**config.mk**
```make
export PLATFORM = sky130hd
export DESIGN_NAME = execute_stage_flat
export DESIGN_NICKNAME = d
export VERILOG_FILES = /design/src/rtl/execute_stage_pkg.sv /design/src/rtl/execute_stage_if.sv /design/src/rtl/execute_stage_div_radix2.sv /design/src/rtl/execute_stage.sv /design/src/flat_wrapper.sv
export SDC_FILE = /design/constraint.sdc
export NUM_CORES = 2
export LEC_CHECK = 0
export BUFFER_PORTS_ARGS = -buffer_cell sky130_fd_sc_hd__buf_4
export CAP_MARGIN = 10
export CORE_MARGIN = 8
export CORE_UTILIZATION = 40
export DETAILED_ROUTE_END_ITERATION = 7
export PLACE_DENSITY = 0.54
export RECOVER_POWER = 25
export SYNTH_ARGS = -nofsm -noshare
export SYNTH_HDL_FRONTEND = slang
export SYNTH_SLANG_ARGS = --single-unit
```
**constraint.sdc**
```tcl
create_clock -name clk -period 19.8 [get_ports clk]
set_clock_uncertainty 0.15 [all_clocks]
set_input_delay 0.99 -clock clk [delete_from_list [all_inputs] [get_ports clk]]
set_output_delay 0.99 -clock clk [all_outputs]
set_load 0.05 [all_outputs]
```
**src/rtl/execute_stage_pkg.sv**
```systemverilog
// Execute stage shared types: DE/EM/ED bundles, alu_op bit indices,
// divider defaults and a conditional-negate helper.
package execute_stage_pkg;

  localparam int ALU_OP_W = 19;

  localparam int OP_ADD   = 0;
  localparam int OP_SUB   = 1;
  localparam int OP_SLT   = 2;
  localparam int OP_SLTU  = 3;
  localparam int OP_AND   = 4;
  localparam int OP_NOR   = 5;
  localparam int OP_OR    = 6;
  localparam int OP_XOR   = 7;
  localparam int OP_SLL   = 8;
  localparam int OP_SRL   = 9;
  localparam int OP_SRA   = 10;
  localparam int OP_LUI   = 11;
  localparam int OP_MUL   = 12;
  localparam int OP_MULH  = 13;
  localparam int OP_MULHU = 14;
  localparam int OP_DIV   = 15;
  localparam int OP_MOD   = 16;
  localparam int OP_DIVU  = 17;
  localparam int OP_MODU  = 18;

  localparam int          DIV_ITERS_DEF = 32;
  localparam logic [31:0] DIVZ_QUO_DEF  = 32'hFFFF_FFFF;

  typedef struct packed {
    logic [31:0]         pc;
    logic [ALU_OP_W-1:0] alu_op;
    logic [31:0]         src1;
    logic [31:0]         src2;
    logic [31:0]         rkd_value;
    logic                gr_we;
    logic                mem_we;
    logic [4:0]          dest;
    logic                res_from_mem;
  } de_bus_t;

  typedef struct packed {
    logic [31:0] pc;
    logic        gr_we;
    logic [4:0]  dest;
    logic        res_from_mem;
    logic [31:0] result;
  } em_bus_t;

  typedef struct packed {
    logic        stall;
    logic [4:0]  dest;
    logic [31:0] result;
  } ed_bus_t;

  function automatic logic [31:0] cond_neg(
    input logic        c,
    input logic [31:0] x
  );
    return c ? (~x + 32'd1) : x;
  endfunction

endpackage

```
**src/rtl/execute_stage_if.sv**
```systemverilog
// Execute stage boundary: DE in, EM out, ED forward, data SRAM request.
// master = surrounding pipeline/bench side, slave = execute_stage.
interface execute_stage_if;
  import execute_stage_pkg::*;

  logic        DE_valid;
  de_bus_t     DE_BUS;
  logic        M_allowin;
  logic        E_allowin;
  logic        EM_valid;
  em_bus_t     EM_BUS;
  ed_bus_t     ED_for_BUS;
  logic        data_sram_en;
  logic [3:0]  data_sram_we;
  logic [31:0] data_sram_addr;
  logic [31:0] data_sram_wdata;

  modport master (
    output DE_valid, DE_BUS, M_allowin,
    input  E_allowin, EM_valid, EM_BUS, ED_for_BUS,
    input  data_sram_en, data_sram_we,
    input  data_sram_addr, data_sram_wdata
  );

  modport slave (
    input  DE_valid, DE_BUS, M_allowin,
    output E_allowin, EM_valid, EM_BUS, ED_for_BUS,
    output data_sram_en, data_sram_we,
    output data_sram_addr, data_sram_wdata
  );

endinterface

```
**src/rtl/execute_stage_div_radix2.sv**
```systemverilog
// Iterative restoring divider, one quotient bit per cycle on magnitudes.
// Ports: start/ack/is_signed/dividend/divisor in; busy/done/quo/rem out.
module execute_stage_div_radix2
  import execute_stage_pkg::*;
#(
  parameter int          ITERS    = 32,
  parameter logic [31:0] DIVZ_QUO = 32'hFFFF_FFFF
) (
  input  logic        clk,
  input  logic        rst,
  input  logic        start,
  input  logic        ack,
  input  logic        is_signed,
  input  logic [31:0] dividend,
  input  logic [31:0] divisor,
  output logic        busy,
  output logic        done,
  output logic [31:0] quo,
  output logic [31:0] rem
);

  localparam int CW = $clog2(ITERS + 1);
  localparam logic [CW-1:0] LAST = CW'(ITERS - 1);

  logic [CW-1:0] cnt;
  logic [31:0]   pr;
  logic [31:0]   qr;
  logic [31:0]   dv;
  logic [31:0]   dvd;
  logic          neg_q;
  logic          neg_r;
  logic          divz;
  logic [32:0]   r_sh;
  logic [32:0]   diff;
  logic          take;
  logic [31:0]   pr_n;
  logic [31:0]   qr_n;

  // qr shifts dividend bits out the top while quotient bits enter below
  assign r_sh = {pr, qr[31]};
  assign diff = r_sh - {1'b0, dv};
  assign take = ~diff[32];
  assign pr_n = take ? diff[31:0] : r_sh[31:0];
  assign qr_n = {qr[30:0], take};

  always_ff @(posedge clk) begin
    if (rst) begin
      busy  <= 1'b0;
      done  <= 1'b0;
      cnt   <= '0;
      pr    <= '0;
      qr    <= '0;
      dv    <= '0;
      dvd   <= '0;
      neg_q <= 1'b0;
      neg_r <= 1'b0;
      divz  <= 1'b0;
      quo   <= '0;
      rem   <= '0;
    end else begin
      if (start) begin
        busy  <= 1'b1;
        cnt   <= '0;
        pr    <= '0;
        qr    <= cond_neg(is_signed & dividend[31], dividend);
        dv    <= cond_neg(is_signed & divisor[31], divisor);
        dvd   <= dividend;
        neg_q <= is_signed & (dividend[31] ^ divisor[31]);
        neg_r <= is_signed & dividend[31];
        divz  <= (divisor == '0);
      end else if (busy) begin
        pr  <= pr_n;
        qr  <= qr_n;
        cnt <= cnt + CW'(1);
        if (cnt == LAST) begin
          busy <= 1'b0;
          done <= 1'b1;
          // sign fix-up folded into the last step
          quo  <= divz ? DIVZ_QUO
                       : cond_neg(neg_q, qr_n);
          rem  <= divz ? dvd
                       : cond_neg(neg_r, pr_n);
        end
      end
      if (done & ack) done <= 1'b0;
    end
  end

endmodule

```
**src/rtl/execute_stage.sv**
```systemverilog
// Execute stage: ALU/mul inline, div/mod via radix-2 divider, ld/st request.
// Ports: clk, rst (sync, high), bus (execute_stage_if.slave).
module execute_stage
  import execute_stage_pkg::*;
#(
  parameter int          DIV_ITERS = DIV_ITERS_DEF,
  parameter logic [31:0] DIVZ_QUO  = DIVZ_QUO_DEF
) (
  input logic             clk,
  input logic             rst,
  execute_stage_if.slave  bus
);

  logic                e_valid;
  de_bus_t             de_r;
  logic [ALU_OP_W-1:0] op;
  logic [31:0]         a;
  logic [31:0]         b;
  logic [4:0]          sh;
  logic                is_div;
  logic                ready_go;
  logic                em_fire;
  logic                div_start;
  logic                div_ack;
  logic                div_signed;
  logic                div_busy;
  logic                div_done;
  logic [31:0]         div_quo;
  logic [31:0]         div_rem;
  logic [31:0]         div_res;
  logic [31:0]         add_res;
  logic [31:0]         sub_res;
  logic [31:0]         sra_res;
  logic [63:0]         mul_u;
  logic [31:0]         mulh_s;
  logic [31:0]         alu_res;
  logic [31:0]         result;

  always_ff @(posedge clk) begin
    if (rst) begin
      e_valid <= 1'b0;
      de_r    <= '0;
    end else if (bus.E_allowin) begin
      e_valid <= bus.DE_valid;
      if (bus.DE_valid) de_r <= bus.DE_BUS;
    end
  end

  assign op = de_r.alu_op;
  assign a  = de_r.src1;
  assign b  = de_r.src2;
  assign sh = de_r.src2[4:0];

  assign is_div = op[OP_DIV] | op[OP_MOD]
                | op[OP_DIVU] | op[OP_MODU];
  assign div_signed = op[OP_DIV] | op[OP_MOD];

  assign ready_go = ~is_div | div_done;
  assign em_fire  = bus.EM_valid & bus.M_allowin;

  assign bus.E_allowin = ~e_valid
                       | (ready_go & bus.M_allowin);
  assign bus.EM_valid  = e_valid & ready_go;

  assign div_start = e_valid & is_div
                   & ~div_busy & ~div_done;
  assign div_ack   = em_fire & is_div;

  execute_stage_div_radix2 #(
    .ITERS    (DIV_ITERS),
    .DIVZ_QUO (DIVZ_QUO)
  ) u_div (
    .clk       (clk),
    .rst       (rst),
    .start     (div_start),
    .ack       (div_ack),
    .is_signed (div_signed),
    .dividend  (a),
    .divisor   (b),
    .busy      (div_busy),
    .done      (div_done),
    .quo       (div_quo),
    .rem       (div_rem)
  );

  assign add_res = a + b;
  assign sub_res = a - b;
  assign sra_res = $signed(a) >>> sh;

  // one unsigned multiplier; signed high word by two's-complement correction
  assign mul_u  = {32'd0, a} * {32'd0, b};
  assign mulh_s = mul_u[63:32]
                - (a[31] ? b : 32'd0)
                - (b[31] ? a : 32'd0);

  always_comb begin
    alu_res = '0;
    unique case (1'b1)
      op[OP_ADD]:   alu_res = add_res;
      op[OP_SUB]:   alu_res = sub_res;
      op[OP_SLT]:   alu_res = {31'd0, $signed(a) < $signed(b)};
      op[OP_SLTU]:  alu_res = {31'd0, a < b};
      op[OP_AND]:   alu_res = a & b;
      op[OP_NOR]:   alu_res = ~(a | b);
      op[OP_OR]:    alu_res = a | b;
      op[OP_XOR]:   alu_res = a ^ b;
      op[OP_SLL]:   alu_res = a << sh;
      op[OP_SRL]:   alu_res = a >> sh;
      op[OP_SRA]:   alu_res = sra_res;
      op[OP_LUI]:   alu_res = b;
      op[OP_MUL]:   alu_res = mul_u[31:0];
      op[OP_MULH]:  alu_res = mulh_s;
      op[OP_MULHU]: alu_res = mul_u[63:32];
      default:      alu_res = '0;
    endcase
  end

  assign div_res = (op[OP_DIV] | op[OP_DIVU])
                 ? div_quo : div_rem;
  assign result  = is_div ? div_res : alu_res;

  always_comb begin
    bus.EM_BUS.pc           = de_r.pc;
    bus.EM_BUS.gr_we        = de_r.gr_we;
    bus.EM_BUS.dest         = de_r.dest;
    bus.EM_BUS.res_from_mem = de_r.res_from_mem;
    bus.EM_BUS.result       = result;
  end

  always_comb begin
    bus.ED_for_BUS.stall  = e_valid
                          & (de_r.res_from_mem
                          | (is_div & ~div_done));
    bus.ED_for_BUS.dest   = (e_valid & de_r.gr_we)
                          ? de_r.dest : 5'd0;
    bus.ED_for_BUS.result = result;
  end

  // request only on the fire cycle so M back-pressure never repeats it
  assign bus.data_sram_en    = em_fire
                             & (de_r.res_from_mem | de_r.mem_we);
  assign bus.data_sram_we    = {4{bus.data_sram_en & de_r.mem_we}};
  assign bus.data_sram_addr  = add_res;
  assign bus.data_sram_wdata = de_r.rkd_value;

endmodule
```
**src/flat_wrapper.sv**
```systemverilog
// flat-port wrapper written by rule: the top's interface ports become plain ports
module execute_stage_flat import execute_stage_pkg::*;
#(
  parameter int          DIV_ITERS = DIV_ITERS_DEF,
  parameter logic [31:0] DIVZ_QUO  = DIVZ_QUO_DEF
)
  (clk, rst, bus_DE_valid, bus_DE_BUS, bus_M_allowin, bus_E_allowin, bus_EM_valid, bus_EM_BUS, bus_ED_for_BUS, bus_data_sram_en, bus_data_sram_we, bus_data_sram_addr, bus_data_sram_wdata);
  execute_stage_if bus_i ();
  input logic clk;
  input logic rst;
  input wire logic [$bits(bus_i.DE_valid)-1:0] bus_DE_valid;
  input wire logic [$bits(bus_i.DE_BUS)-1:0] bus_DE_BUS;
  input wire logic [$bits(bus_i.M_allowin)-1:0] bus_M_allowin;
  output wire logic [$bits(bus_i.E_allowin)-1:0] bus_E_allowin;
  output wire logic [$bits(bus_i.EM_valid)-1:0] bus_EM_valid;
  output wire logic [$bits(bus_i.EM_BUS)-1:0] bus_EM_BUS;
  output wire logic [$bits(bus_i.ED_for_BUS)-1:0] bus_ED_for_BUS;
  output wire logic [$bits(bus_i.data_sram_en)-1:0] bus_data_sram_en;
  output wire logic [$bits(bus_i.data_sram_we)-1:0] bus_data_sram_we;
  output wire logic [$bits(bus_i.data_sram_addr)-1:0] bus_data_sram_addr;
  output wire logic [$bits(bus_i.data_sram_wdata)-1:0] bus_data_sram_wdata;
  assign bus_i.DE_valid = bus_DE_valid;
  assign bus_i.DE_BUS = bus_DE_BUS;
  assign bus_i.M_allowin = bus_M_allowin;
  assign bus_E_allowin = bus_i.E_allowin;
  assign bus_EM_valid = bus_i.EM_valid;
  assign bus_EM_BUS = bus_i.EM_BUS;
  assign bus_ED_for_BUS = bus_i.ED_for_BUS;
  assign bus_data_sram_en = bus_i.data_sram_en;
  assign bus_data_sram_we = bus_i.data_sram_we;
  assign bus_data_sram_addr = bus_i.data_sram_addr;
  assign bus_data_sram_wdata = bus_i.data_sram_wdata;
  execute_stage #(.DIV_ITERS(DIV_ITERS), .DIVZ_QUO(DIVZ_QUO)) u_core (.clk(clk), .rst(rst), .bus(bus_i));
endmodule
```
==> impl_metrics.json <==
{
  "status": "finished with violations",
  "failed_checks": "capacitance limit, slew limit",
  "dp_slack_ns": 4.91,
  "fin_tns_setup_ns": 0,
  "gp_congestion": 1.09,
  "synthToLayoutAreaGrowth_pct": 7.54,
  "tritoncts": "done",
  "busiest_layer": "met2",
  "cts_buffers": 40,
  "grtUsageMet1": 0.440,
  "timing.fmax_ghz": 0.0632,
  "critPathRequiredTime_ns": 18.66,
  "clock-sinks": 359,
  "io_pins": 339,
  "ys_types": 99,
  "fin_area_um2": 68500,
  "hold_viol": 0,
  "syn_avg_cell_area_um2": 7.91,
  "holdPathEnd": "u_core.bus.data_sram_wdata[24]",
  "grt_usage": 0.337,
  "power_leakage_nw": 31.0,
  "place_area_um2": 67400,
  "post-route-min-period_ns": 15.82,
  "yosysSeqAreaShare": 0.113,
  "drive_gt1_frac": 0.0816,
  "ant_nets": 0,
  "dominantRegCellSynth": "dfxtp_1",
  "die_h_um": 415,
  "synthArstFlopShare": 0,
  "reg2reg_depth": 19,
  "path_clk_slew_ns": 0.07,
  "core_um2": 158000,
  "dp_hpwl_um": 233000,
  "num-fill-cells": 16300,
  "synth_area_um2": 63700,
  "holdCritStartpoint": "u_core.bus.data_sram_wdata[24]",
  "antenna_found_initial": 19,
  "drcViolationCount": 0,
  "hold_ws_ns": 0.304,
  "ctsResizeCount": 0,
  "crit_path_end_kind": "output pin",
  "power_density_nw_per_um2": 68.6,
  "fin_crit_sh": 0.799,
  "cap_violations": 8,
  "synth_warnings": 0,
  "placedCellCount": 9980,
  "io_buffer_count": 338,
  "row_count": 146,
  "grt_pass1_vias": 59800,
  "drv_slew": 596,
  "grt_max_degree": 132,
  "avgViaCountPerCell": 5.97,
  "setup-violations-final": 0,
  "fp.dieW_um": 415,
  "finalPower_mw": 4.70,
  "critPathMostFrequentCell": "fa_1",
  "reg2reg_to": "u_core.u_div.rem[28]",
  "postCtsSetupRepairBufs": 0,
  "first_pass_iters": 7,
  "ir_drop_v": 0.0000808,
  "htreeDepth": 2,
  "synth-edff-count": 0,
  "fp.dieArea_um2": 172000,
  "critical-path-max-stage-delay_ns": 0.90,
  "layout.nets": 9468,
  "synth_nets": 9569,
  "gr-usage-met2": 0.509,
  "grt_setup_unrepaired": "no",
  "startpoint_type": "flop",
  "crit_fanout": 20,
  "min_path_type": "flop to flop",
  "fin_cells": 10100,
  "cts-root-buf": "clkbuf_16",
  "detail_route.wl_per_cell_um": 29.8,
  "worst_ep_arrival_time_ns": 14.68,
  "via_count": 60100,
  "initial_core_util": 0.403,
  "hold_depth": 2,
  "postCtsHoldBufs": 0,
  "grt_use_met3": 0.0729,
  "max_slew.worst_pin.slew_ns": 6.85,
  "synth_cells": 8051,
  "grt_pass1_wl_um": 431000,
  "relSlewSlack": -3.57,
  "drt-total-wl_um": 300000,
  "ys_ff_latch": 359,
  "reg2reg_slack_ns": 13.32,
  "r2r_start": "u_core.u_div.qr[31]",
  "grt-ovfl-total": 0,
  "first_iter_violations": 6896,
  "slowest_stage": "dfxtp_1",
  "utilization": 0.433,
  "clock_latency_ns": 0.62,
  "timing.final.ws_setup_ns": 3.98,
  "worstSetupPathType": "flop to output pin",
  "clockBufferDepth": 3
}
[worst max path at each step]
stage,to,start,slack (ns),cells after the start
global route,bus_EM_BUS[28],u_core.b[14],3.65,38
floorplan,bus_EM_BUS[23],u_core.b[2],6.24,42
detailed placement,bus_EM_BUS[28],u_core.b[14],4.91,38
finish,bus_EM_BUS[28],u_core.b[14],3.98,38
CTS,bus_EM_BUS[28],u_core.b[14],4.24,38
global placement,bus_EM_BUS[28],u_core.b[14],4.18,37
[cells by family (layout without fill, tap and decap cells)]
group | after synthesis | after routing | share of synthesized area
xor+xnor | 267 | 267 | 0.0372
other cells | 0 | 16 | 0
fa+ha+maj | 1359 | 1359 | 0.377
flops | 359 | 359 | 0.113
simple gates | 2530 | 2530 | 0.166
mux | 178 | 178 | 0.0370
compound gates | 1550 | 1550 | 0.157
buf+inv | 1808 | 1738 | 0.113
[critical path: cells and delay by family, from the launching register on]
family          cells  cell delay (ns)
buf+inv             6             1.53
compound gates     12             4.14
fa+ha+maj          11             5.45
flops               1             0.90
simple gates        8             1.72
xor+xnor            1             0.25
[synth_stat cells (17+ instances only)]
cell,number,share of area
mux2i_1,114,0.018
inv_1,1109,0.065
a21o_1,89,0.010
o22ai_1,32,0.0031
a222oi_1,27,0.0042
and2_1,24,0.0024
o21a_1,23,0.0027
a21oi_1,543,0.043
clkinv_1,27,0.0016
and3_1,38,0.0037
nor4_1,32,0.0031
buf_2,24,0.0019
o31ai_1,38,0.0045
o21bai_1,37,0.0044
a221oi_1,33,0.0045
nand4_1,61,0.0060
dfxtp_1,359,0.11
a221o_1,28,0.0044
o41ai_1,23,0.0032
mux4_2,43,0.015
clkbuf_1,424,0.025
nor2b_1,19,0.0019
o211ai_1,38,0.0045
ha_1,429,0.084
xor2_1,69,0.0095
a31oi_1,60,0.0059
buf_4,107,0.013
buf_1,114,0.0067
nand3_1,85,0.0067
nand2_1,1129,0.067
mux2_2,20,0.0035
a311oi_1,17,0.0023
nor2_1,947,0.056
or3_1,25,0.0025
a211oi_1,114,0.013
nand2b_1,28,0.0028
o2111ai_1,21,0.0029
o21ai_0,281,0.022
fa_1,930,0.29
xnor2_1,196,0.027
nor3_1,78,0.0061
[flip-flops by register name (all words and copies together), names as in the netlist]
signal / cells
u_core.bus.data_sram_wdata: 32
u_core.u_div.dv: 32
u_core.u_div.rem: 32
u_core.b: 32
u_core.u_div.qr: 32
u_core.bus.EM_BUS: 39
u_core.u_div.cnt: 6
u_core.de_r: 1
u_core.u_div.dvd: 32
u_core.u_div.neg_r: 1
u_core.e_valid: 1
u_core.u_div.divz: 1
u_core.u_div.neg_q: 1
u_core.u_div.pr: 32
u_core.u_div.busy: 1
u_core.u_div.quo: 32
u_core.op: 19
u_core.a: 32
u_core.u_div.done: 1
[final cells by class]
type | count | area, um^2 | share of cell area
multi-input cells | 5884 | 49300 | 0.720
flip-flops and latches | 359 | 7210 | 0.105
diodes | 16 | 40.0 | 0.000585
clock buffers | 52 | 1170 | 0.0171
repair buffers | 526 | 3640 | 0.0531
well taps | 2072 | 2590 | 0.0379
inverters | 1139 | 4280 | 0.0625
clock inverters | 21 | 251 | 0.00367
[per-layer routing]
metal | vias up | part of all wire
li1 | 25900 | -
met1 | 30200 | 0.40
met2 | 3259 | 0.43
met3 | 783 | 0.096
met4 | 4 | 0.079
met5 | - | 0.000090
[cell usage in the layout, fill, tap and decap left out, drive strengths merged, types with 20 or more instances in the layout]
cell,Yosys,final
ha,429,429
nor3,79,79
and3,38,38
buf,245,443
o22ai,32,32
and2,27,27
a221oi,34,34
o21a,23,23
a221o,28,28
fa,930,930
mux2,20,20
o31ai,39,39
o41ai,24,24
xor2,69,69
nor2,947,947
clkinv,27,42
nand3,85,85
nand4,61,61
mux2i,115,115
nor4,33,33
o21bai,37,37
a21oi,544,544
clkbuf,424,135
a211oi,114,114
a21o,89,89
o21ai,286,286
nand2,1130,1130
a31oi,61,61
dfxtp,359,359
xnor2,197,197
mux4,43,43
o211ai,38,38
or3,25,25
inv,1112,1113
nand2b,28,28
o2111ai,22,22
a222oi,27,27
[report_power, final]
group          switching [mW]  internal [mW]
Combinational            2.11          0.951
Clock                   0.362          0.464
Sequential             0.0478          0.762
Total                    2.52           2.18
(Power assumes the default switching activity.)
